$ cat config.mk
export PLATFORM = sky130hd
export DESIGN_NAME = esc_phase_ctrl
export DESIGN_NICKNAME = d
export VERILOG_FILES = /design/src/rtl/esc_phase_ctrl.sv
export SDC_FILE = /design/constraint.sdc
export NUM_CORES = 1
export LEC_CHECK = 0
export CAP_MARGIN = 20
export CORE_UTILIZATION = 48
export CTS_CLUSTER_SIZE = 40
export DETAILED_ROUTE_END_ITERATION = 12
export PLACE_DENSITY = 0.77
export SKIP_CTS_REPAIR_TIMING = 1
export SLEW_MARGIN = 20
export SYNTH_ARGS = -nofsm -noshare
export SYNTH_HDL_FRONTEND = slang
export SYNTH_SLANG_ARGS = --single-unit
$ cat constraint.sdc
create_clock -name clk_i -period 3.25 [get_ports clk_i]
set_input_delay 0.65 -clock clk_i [delete_from_list [all_inputs] [get_ports clk_i]]
set_output_delay 0.65 -clock clk_i [all_outputs]
set_load 0.03 [all_outputs]
$ cat src/rtl/esc_phase_ctrl.sv
// Escalation phase sequencer.
// On an accepted trigger it walks N_PHASES timed phases, asserting one
// differential escalation line per phase, then parks in TERM until cleared.
// The escalation lines are encoded as {esc_p, esc_n}. Both halves come from one
// register bit per line: esc_p is the bit and esc_n is its complement.

package prim_esc_pkg;

   typedef struct packed {
      logic esc_p;
      logic esc_n;
   } esc_tx_t;

   parameter esc_tx_t ESC_TX_DEFAULT = '{esc_p: 1'b0, esc_n: 1'b1};

endpackage

module esc_phase_ctrl #(
   parameter int unsigned N_PHASES = 3,
   parameter int unsigned CNT_W    = 16
) (
   input  logic                                  clk_i,
   input  logic                                  rst_i,
   input  logic                                  trig_i,
   input  logic                                  clr_i,
   input  logic [N_PHASES*CNT_W-1:0]             phase_cyc_i,
   input  logic [N_PHASES-1:0]                   phase_en_i,
   output prim_esc_pkg::esc_tx_t [N_PHASES-1:0]  esc_tx_o,
   output logic [1:0]                            state_o,
   output logic [$clog2(N_PHASES):0]             phase_o,
   output logic [CNT_W-1:0]                      cnt_o,
   output logic                                  busy_o
);

   localparam int unsigned PW = $clog2(N_PHASES) + 1;
   localparam logic [PW-1:0] LAST_PHASE = PW'(N_PHASES - 1);

   typedef enum logic [1:0] {
      ST_IDLE  = 2'd0,
      ST_PHASE = 2'd1,
      ST_TERM  = 2'd2
   } state_e;

   state_e                            r_state;
   logic [PW-1:0]                     r_phase;
   logic [CNT_W-1:0]                  r_cnt;
   logic                              r_busy;
   logic [N_PHASES-1:0][CNT_W-1:0]    r_cyc;
   logic [N_PHASES-1:0]               r_en;
   logic [N_PHASES-1:0]               r_line;

   logic [N_PHASES-1:0][CNT_W-1:0]    w_len_m1;
   logic [CNT_W-1:0]                  w_cur_len_m1;
   logic [N_PHASES-1:0]               w_next_line;
   logic                              w_last;
   logic                              w_done;

   // Terminal count per phase; a programmed length of 0 behaves like 1.
   generate
      for (genvar gi = 0; gi < N_PHASES; gi++) begin : g_len
         assign w_len_m1[gi] = (r_cyc[gi] == '0) ? '0 : (r_cyc[gi] - CNT_W'(1));
      end
   endgenerate

   // Select the current phase's terminal count and the one-hot line pattern
   // for the following phase (gated by its shadowed enable).
   always_comb begin
      w_cur_len_m1 = '0;
      w_next_line  = '0;
      for (int k = 0; k < N_PHASES; k++) begin
         if (r_phase == PW'(k)) begin
            w_cur_len_m1 = w_len_m1[k];
         end
         if ((r_phase + PW'(1)) == PW'(k)) begin
            w_next_line[k] = r_en[k];
         end
      end
   end

   assign w_last = (r_phase == LAST_PHASE);
   assign w_done = (r_cnt == w_cur_len_m1);

   // Sequencer: clear has priority over everything but reset; config is
   // shadowed only at the accepting edge so later input changes are ignored.
   always_ff @(posedge clk_i) begin
      if (rst_i) begin
         r_state <= ST_IDLE;
         r_phase <= '0;
         r_cnt   <= '0;
         r_busy  <= 1'b0;
         r_cyc   <= '0;
         r_en    <= '0;
         r_line  <= '0;
      end else if (clr_i) begin
         r_state <= ST_IDLE;
         r_phase <= '0;
         r_cnt   <= '0;
         r_busy  <= 1'b0;
         r_line  <= '0;
      end else begin
         case (r_state)
            ST_IDLE: begin
               if (trig_i) begin
                  r_state <= ST_PHASE;
                  r_phase <= '0;
                  r_cnt   <= '0;
                  r_busy  <= 1'b1;
                  r_cyc   <= phase_cyc_i;
                  r_en    <= phase_en_i;
                  r_line  <= N_PHASES'(phase_en_i[0]);
               end
            end
            ST_PHASE: begin
               if (w_done) begin
                  r_cnt <= '0;
                  if (w_last) begin
                     r_state <= ST_TERM;
                     r_phase <= '0;
                     r_line  <= '0;
                  end else begin
                     r_phase <= r_phase + PW'(1);
                     r_line  <= w_next_line;
                  end
               end else begin
                  r_cnt <= r_cnt + CNT_W'(1);
               end
            end
            ST_TERM: begin
               r_phase <= '0;
               r_cnt   <= '0;
               r_busy  <= 1'b1;
               r_line  <= '0;
            end
            default: begin
               r_state <= ST_IDLE;
               r_phase <= '0;
               r_cnt   <= '0;
               r_busy  <= 1'b0;
               r_line  <= '0;
            end
         endcase
      end
   end

   // Differential drive: one register bit and its complement per line.
   generate
      for (genvar gi = 0; gi < N_PHASES; gi++) begin : g_tx
         assign esc_tx_o[gi].esc_p = r_line[gi];
         assign esc_tx_o[gi].esc_n = ~r_line[gi];
      end
   endgenerate

   assign state_o = r_state;
   assign phase_o = r_phase;
   assign cnt_o   = r_cnt;
   assign busy_o  = r_busy;

endmodule

Word level (Yosys, flattened, before mapping)
Cells that the tools add are included.
Word-level totals
  word-level logic and storage cells: 67
  bits in registers: 76
Operators by class
  multiplexer cells: 26
  equal/unequal tests: 10
  reduce and logical (&&, ||, !) cells: 11
  $add $sub $neg: 5
  bitwise gates (word level): 6
Operators with widths (number)
  $mux 16: 8
  $logic_not 16->1: 3
  $sub 16x1->16 const B: 3
  $pmux 16 s2: 1
  $mux 3: 6
  $add 16x1->16 const B: 1
  $eq 16x16->1: 1
  $pmux 3 s2: 2
  $eq 3x1->1 const B: 2
  $eq 3x2->1 const B: 2
  $logic_not 3->1: 2
  $mux 2: 3
  $ne 2x2->1 const B: 3
  $not 1->1: 6
  $pmux 2 s3: 1
  $mux 1: 4
  $reduce_and 2->1: 2
  $reduce_and 4->1: 1
  $add 3x1->3 const B: 1
  $pmux 1 s3: 1
  $reduce_and 3->1: 1
  $eq 2x1->1 const B: 1
  $eq 2x2->1 const B: 1
  $logic_not 2->1: 1
  $reduce_or 2->1: 1

Depth between registers and ports, before layout
  word-level depth: 8
  gate-level depth with buffers: 15

Least setup slack after synthesis
Ideal clock, no wire load.
  path kind: register to register
  from: register r_cyc[16] (netlist bit)
  to: register r_phase[0], in the netlist phase_o[0]
  path slack: -0.252 ns
  library setup time: 0.117 ns
  period minus slack after synthesis: 3.502 ns
  stages on the path, launching flop included: 14
  arrival: 3.385 ns
  buffers on the path: 2
  cell sequence: dfxtp_1 > inv_1 > ha_1 > or4b_4 > or4b_1 > xor2_1 > nor3_1 > a311oi_1 > nand4_1 > or4_1 > buf_2 > o31a_1 > buf_6 > a32o_1
On the way
  longest elaborated chain between the ends: 7
  elaborated cells on any way between the ends: 8
  those cells by class: add/sub: 1; eq/ne: 2; mux: 3; reduce/logical: 2
RTL lines
  from (decl): RTL line 48  | logic [N_PHASES-1:0][CNT_W-1:0] r_cyc;
  from (signal assigned): RTL line 108  | r_cyc <= phase_cyc_i;
  $sub 16x1->16 or $logic_not 16->1 (tied branches): RTL line 61  | assign w_len_m1[gi] = (r_cyc[gi] == '0) ? '0 : (r_cyc[gi] - CNT_W'(1));
  $mux 16 (*): RTL line 61
  $mux 16 (*) (2 in a row): RTL line 71  | if (r_phase == PW'(k)) begin
  $eq 16x16->1 (*): RTL line 81  | assign w_done = (r_cnt == w_cur_len_m1);
  $ne 2x2->1 (no line) (*)
  $reduce_and 2->1 (no line) (*)
  to (signal assigned): RTL line 121  | r_phase <= r_phase + PW'(1);
  to (decl): RTL line 45  | logic [PW-1:0] r_phase;
Mark *: on every way between the ends. The rest lies on a longest branch, timed or not.
A chain may end at the register's enable or synchronous reset.

Worst setup path in the final report
  from: register r_cyc[17] (netlist bit)
  to: register r_cnt[12], in the netlist cnt_o[12]
On the way
  longest elaborated chain between the ends: 7
  elaborated cells on any way between the ends: 8
  those cells by class: add/sub: 1; eq/ne: 1; mux: 5; reduce/logical: 1
RTL lines
  $sub 16x1->16 or $logic_not 16->1 (tied branches): RTL line 61
  $mux 16 (*): RTL line 61
  $mux 16 (*) (2 in a row): RTL line 71
  $eq 16x16->1 (*): RTL line 81
  $mux 16 (*): RTL line 114  | if (w_done) begin
  $pmux 16 s2 (*): RTL line 101  | case (r_state)
  to (signal assigned): RTL line 125  | r_cnt <= r_cnt + CNT_W'(1);
  to (decl): RTL line 46  | logic [CNT_W-1:0] r_cnt;
Marks and branches as above.

==> results.md <==
Outcome:
- The flow ran to the end, but the final reports show violations.
- The checks that failed: negative setup slack.

Floorplan:
- The floorplan step defined a die boundary enclosing 10100 um^2.
- The die boundary width is 101 um.
- The number of placement rows is 35.
- For this configuration, the core starts out at a cell density of 0.500.
- The floorplan die height is 101 um.
- The total core area is 9330 um^2.
- Pin placement for this block handled 83 I/O pins.

Global route:
- The initial antenna violation count came to 0.
- The largest net degree at the start of global routing is 51.
- The number of global-route vias before repair is 4595.
- The global-route wire length before repair is 22900 um.
- The total global routing track utilization is 0.291.
- The final global-route overflow total is 0.

Drt:
- The routed design uses 832 um of met3 wire.
- The via-per-instance ratio is 5.65.
- The via count of the routed design is 4932.
- The first detailed-routing pass took 5 iterations.
- For this block, the initial DRC count from the detailed router was 235.
- In the routed design, unresolved DRC markers number 0.
- Dividing the detail-routed wire length by the instance count gives 16.5 um.
- The final layout contains routed wiring with a total length of 14400 um.
- Once detail routing completed, the nets flagged for antenna violations numbered 0.
- The routed wire length on met2 is 6670 um.
- The detailed-route wire length on metal 1 is 6690 um.
- The highest signal layer in the routed design is met4.

Clock tree:
- The clock drives 76 sinks.
- Buffers inserted during clock tree synthesis total 9.
- TritonCTS built the clock tree.
- The later pin in the worst-skew pair is clocked with a latency of 0.37 ns.
- The worst-case clock buffer depth is 2.
- The clock-pin slew reported for the worst setup and hold paths after clock tree synthesis is 0.08 ns.
- The clock tree root driver cell is sky130_fd_sc_hd__clkbuf_8.
- The number of H-tree levels is 3.

Critical path:
- Along the worst path, the maximum fanout reaches 19.
- The delay of the slowest cell on the worst path is 0.53 ns.
- The startpoint type of the worst setup path is a flip-flop.
- The dominant cell type by count on the critical path is sky130_fd_sc_hd__or4b_4.
- The critical path is of the reg -> reg type.
- The endpoint kind of the worst setup timing path is a flip-flop.
- The arrival time of the worst setup path is 3.60 ns.
- The required time of the worst setup path is 3.51 ns.
- Among all stages on the critical path, the largest delay is contributed by sky130_fd_sc_hd__or4b_4.
- Traced cell by cell, the critical path runs through inv_2 -> ha_4 -> or4b_4 -> or4b_4 -> xor2_4 -> nor3_2 -> a311oi_1 -> nand4_1 -> or4_4 -> o31a_1 -> buf_12 -> and3_4.

Synthesis:
- The library cell occupying the most area in the post-synthesis netlist is sky130_fd_sc_hd__dfxtp_1.
- Yosys attributes the largest share of cell area to sky130_fd_sc_hd__dfxtp_1 (33%), sky130_fd_sc_hd__nand2_1 (11%), sky130_fd_sc_hd__a21oi_1 (6.2%).
- The post-synthesis cell count is 613.
- The cell area that synthesis handed to floorplanning was 4660 um^2.
- The share of synthesized area in the top cell type comes to 0.326.
- When the netlist entered floorplanning its net count stood at 676.
- The number of synthesized register bits is 76.
- The post-synthesis async set-or-reset flop share is 0.
- The count of unique library cells instantiated by Yosys is 61.
- The synthesized design contains 0 enable-type register cells.
- The sequential cell area fraction in the yosys report is 0.326.
- Averaged over all synthesized cells, the footprint is 7.61 um^2.
- The leading register cell type out of synthesis is sky130_fd_sc_hd__dfxtp_1.
- The count of yosys warnings during synthesis is 0.

Power and ir drop:
- The static leakage is 0.00252 uW.
- Power spread over the standard cell area amounts to 385 nW/um^2.
- The highest ir drop seen on vdd is 243 uV.

Job:
- The number of max-capacitance violations reported is 0.

Timing:
- The final number of max-transition violations is 0.
- The clock tree skew after final layout is 0.0112 ns.
- For the pin with the worst max-slew slack, the measured transition is 0.535 ns.
- The worst max-slew margin expressed relative to the limit is 0.643.
- Setup violations remaining at the end of the flow were counted as 20.
- Setup repair after global routing could not meet its margin everywhere.
- The fraction of the cycle the final worst path needs is 1.03.
- Static timing analysis puts the maximum clock frequency at 300 MHz.
- The worst slack on hold paths is 0.462 ns.
- The worst path setup slack after routing is -0.0882 ns.
- The minimum period implied by the final worst setup slack is 3.34 ns.
- The number of hold violations in the final report is 0.

Placement:
- The quantity of I/O buffers inserted on ports is 82.
- At the end of routability-driven placement, the weighted congestion stood at 0.901.
- Counting tap cells, the placed design contains a total of 857 instances.
- The HPWL after detailed placement is 10900 um.

Finish:
- Fill cells in the final layout number 850.
- The repair_antennas step left the layout with diodes totalling 0.
- The area added between synthesis and finish is 35.8%.
- Leaving out fill and tap cells, the most frequent cell in the layout is sky130_fd_sc_hd__nand2_1.
- The final net count is 802.
- Leaving out fill and tap cells, the most frequent cells in the layout are sky130_fd_sc_hd__nand2_1 (131), sky130_fd_sc_hd__clkdlybuf4s50_1 (82), sky130_fd_sc_hd__dfxtp_1 (73).
- The filler-free cell count of the finished design is 873.
- In the final layout, the share of cells above drive strength 1 is 0.160.

Min path:
- The path class of the tightest hold or removal check is reg -> reg.
==> metal layers <==
metal | global-route usage | vias to the layer above
met1 | 0.397 | 2309
li1 | - | 2430
met3 | 0.0499 | 19
met4 | 0.0758 | 0
met2 | 0.476 | 174
met5 | 0 | -
==> synth_stat cells, types with 7 or more instances <==
cell type / count
sky130_fd_sc_hd__inv_1: 15
sky130_fd_sc_hd__and3_1: 17
sky130_fd_sc_hd__xnor2_1: 23
sky130_fd_sc_hd__a21oi_1: 58
sky130_fd_sc_hd__nand3_1: 13
sky130_fd_sc_hd__o221ai_1: 10
sky130_fd_sc_hd__or4_1: 7
sky130_fd_sc_hd__mux2i_1: 12
sky130_fd_sc_hd__nor3_1: 16
sky130_fd_sc_hd__clkbuf_1: 32
sky130_fd_sc_hd__xor2_1: 27
sky130_fd_sc_hd__ha_1: 8
sky130_fd_sc_hd__dfxtp_1: 76
sky130_fd_sc_hd__nor2_1: 32
sky130_fd_sc_hd__nor4_1: 13
sky130_fd_sc_hd__nand4_1: 17
sky130_fd_sc_hd__or3_1: 9
sky130_fd_sc_hd__nand2_1: 132
==> report_power, final <==
group	switching [uW]	internal, uW
logic	373	365
clock network	386	321
registers	33.4	962
total	792	1650
==> path summary, 6_finish.rpt <==
| check | cells after the start | end | start | slack (ns) |
|---|---|---|---|---|
| hold reg to reg | 2 | r_en[0]$_SDFFE_PP0P_ | r_en[0]$_SDFFE_PP0P_ | 0.46 |
| setup / recovery | 12 | cnt_o[12]$_SDFFE_PP0N_ | r_cyc[17]$_SDFFE_PP0P_ | -0.09 |
| setup reg to reg | 12 | cnt_o[12]$_SDFFE_PP0N_ | r_cyc[17]$_SDFFE_PP0P_ | -0.09 |
| hold / removal | 2 | r_en[0]$_SDFFE_PP0P_ | r_en[0]$_SDFFE_PP0P_ | 0.46 |
==> area by class of cell <==
type	instances	area, um^2	area share
Clock buffer	11	151	0.0239
Clock inverter	5	35.0	0.00553
Inverter	15	56.3	0.00889
Multi-Input combinational cell	483	3020	0.476
Sequential cell	76	1530	0.241
Tap cell	129	161	0.0255
Timing Repair Buffer	154	1390	0.219
==> logic make-up (layout without fill, tap and decap cells) <==
logic type	after synthesis	count (layout)	synth area share
AND/OR/NAND/NOR	291	291	0.313
buffers and inverters	54	185	0.0467
XOR/XNOR	50	50	0.0939
adder cells (fa/ha/maj)	8	8	0.0215
multiplexers	16	16	0.0354
AO/OA/AOI/OAI	118	118	0.163
flip-flops	76	76	0.326
==> registers in the layout, indices dropped and copies added, names as in the netlist <==
signal,cells
r_en,3
cnt_o,16
r_cyc,48
busy_o,1
state_o,2
r_line,3
phase_o,3
==> worst max-delay path: cells and delay by family (launching register included) <==
| kind | cells | cell delay, ns |
|---|---|---|
| simple gates | 6 | 1.81 |
| buf+inv | 2 | 0.24 |
| fa+ha+maj | 1 | 0.13 |
| flops | 1 | 0.33 |
| compound gates | 2 | 0.54 |
| xor+xnor | 1 | 0.18 |
==> stage by stage <==
step / instance area, um^2 / util / power, uW / TNS, ns / setup WS, ns
global placement: 6070 / 0.651 / 1720 / -0.205 / -0.0143
global route: 6330 / 0.679 / 2560 / -3.37 / -0.225
floorplan: 4680 / - / 1440 / -0.0169 / -0.0169
detailed placement: 6070 / 0.651 / 1730 / -2.56 / -0.141
CTS: 6260 / 0.671 / 2420 / -3.19 / -0.178
finish: 6330 / 0.679 / 2440 / -1.26 / -0.0882
(Power assumes the default switching activity.)
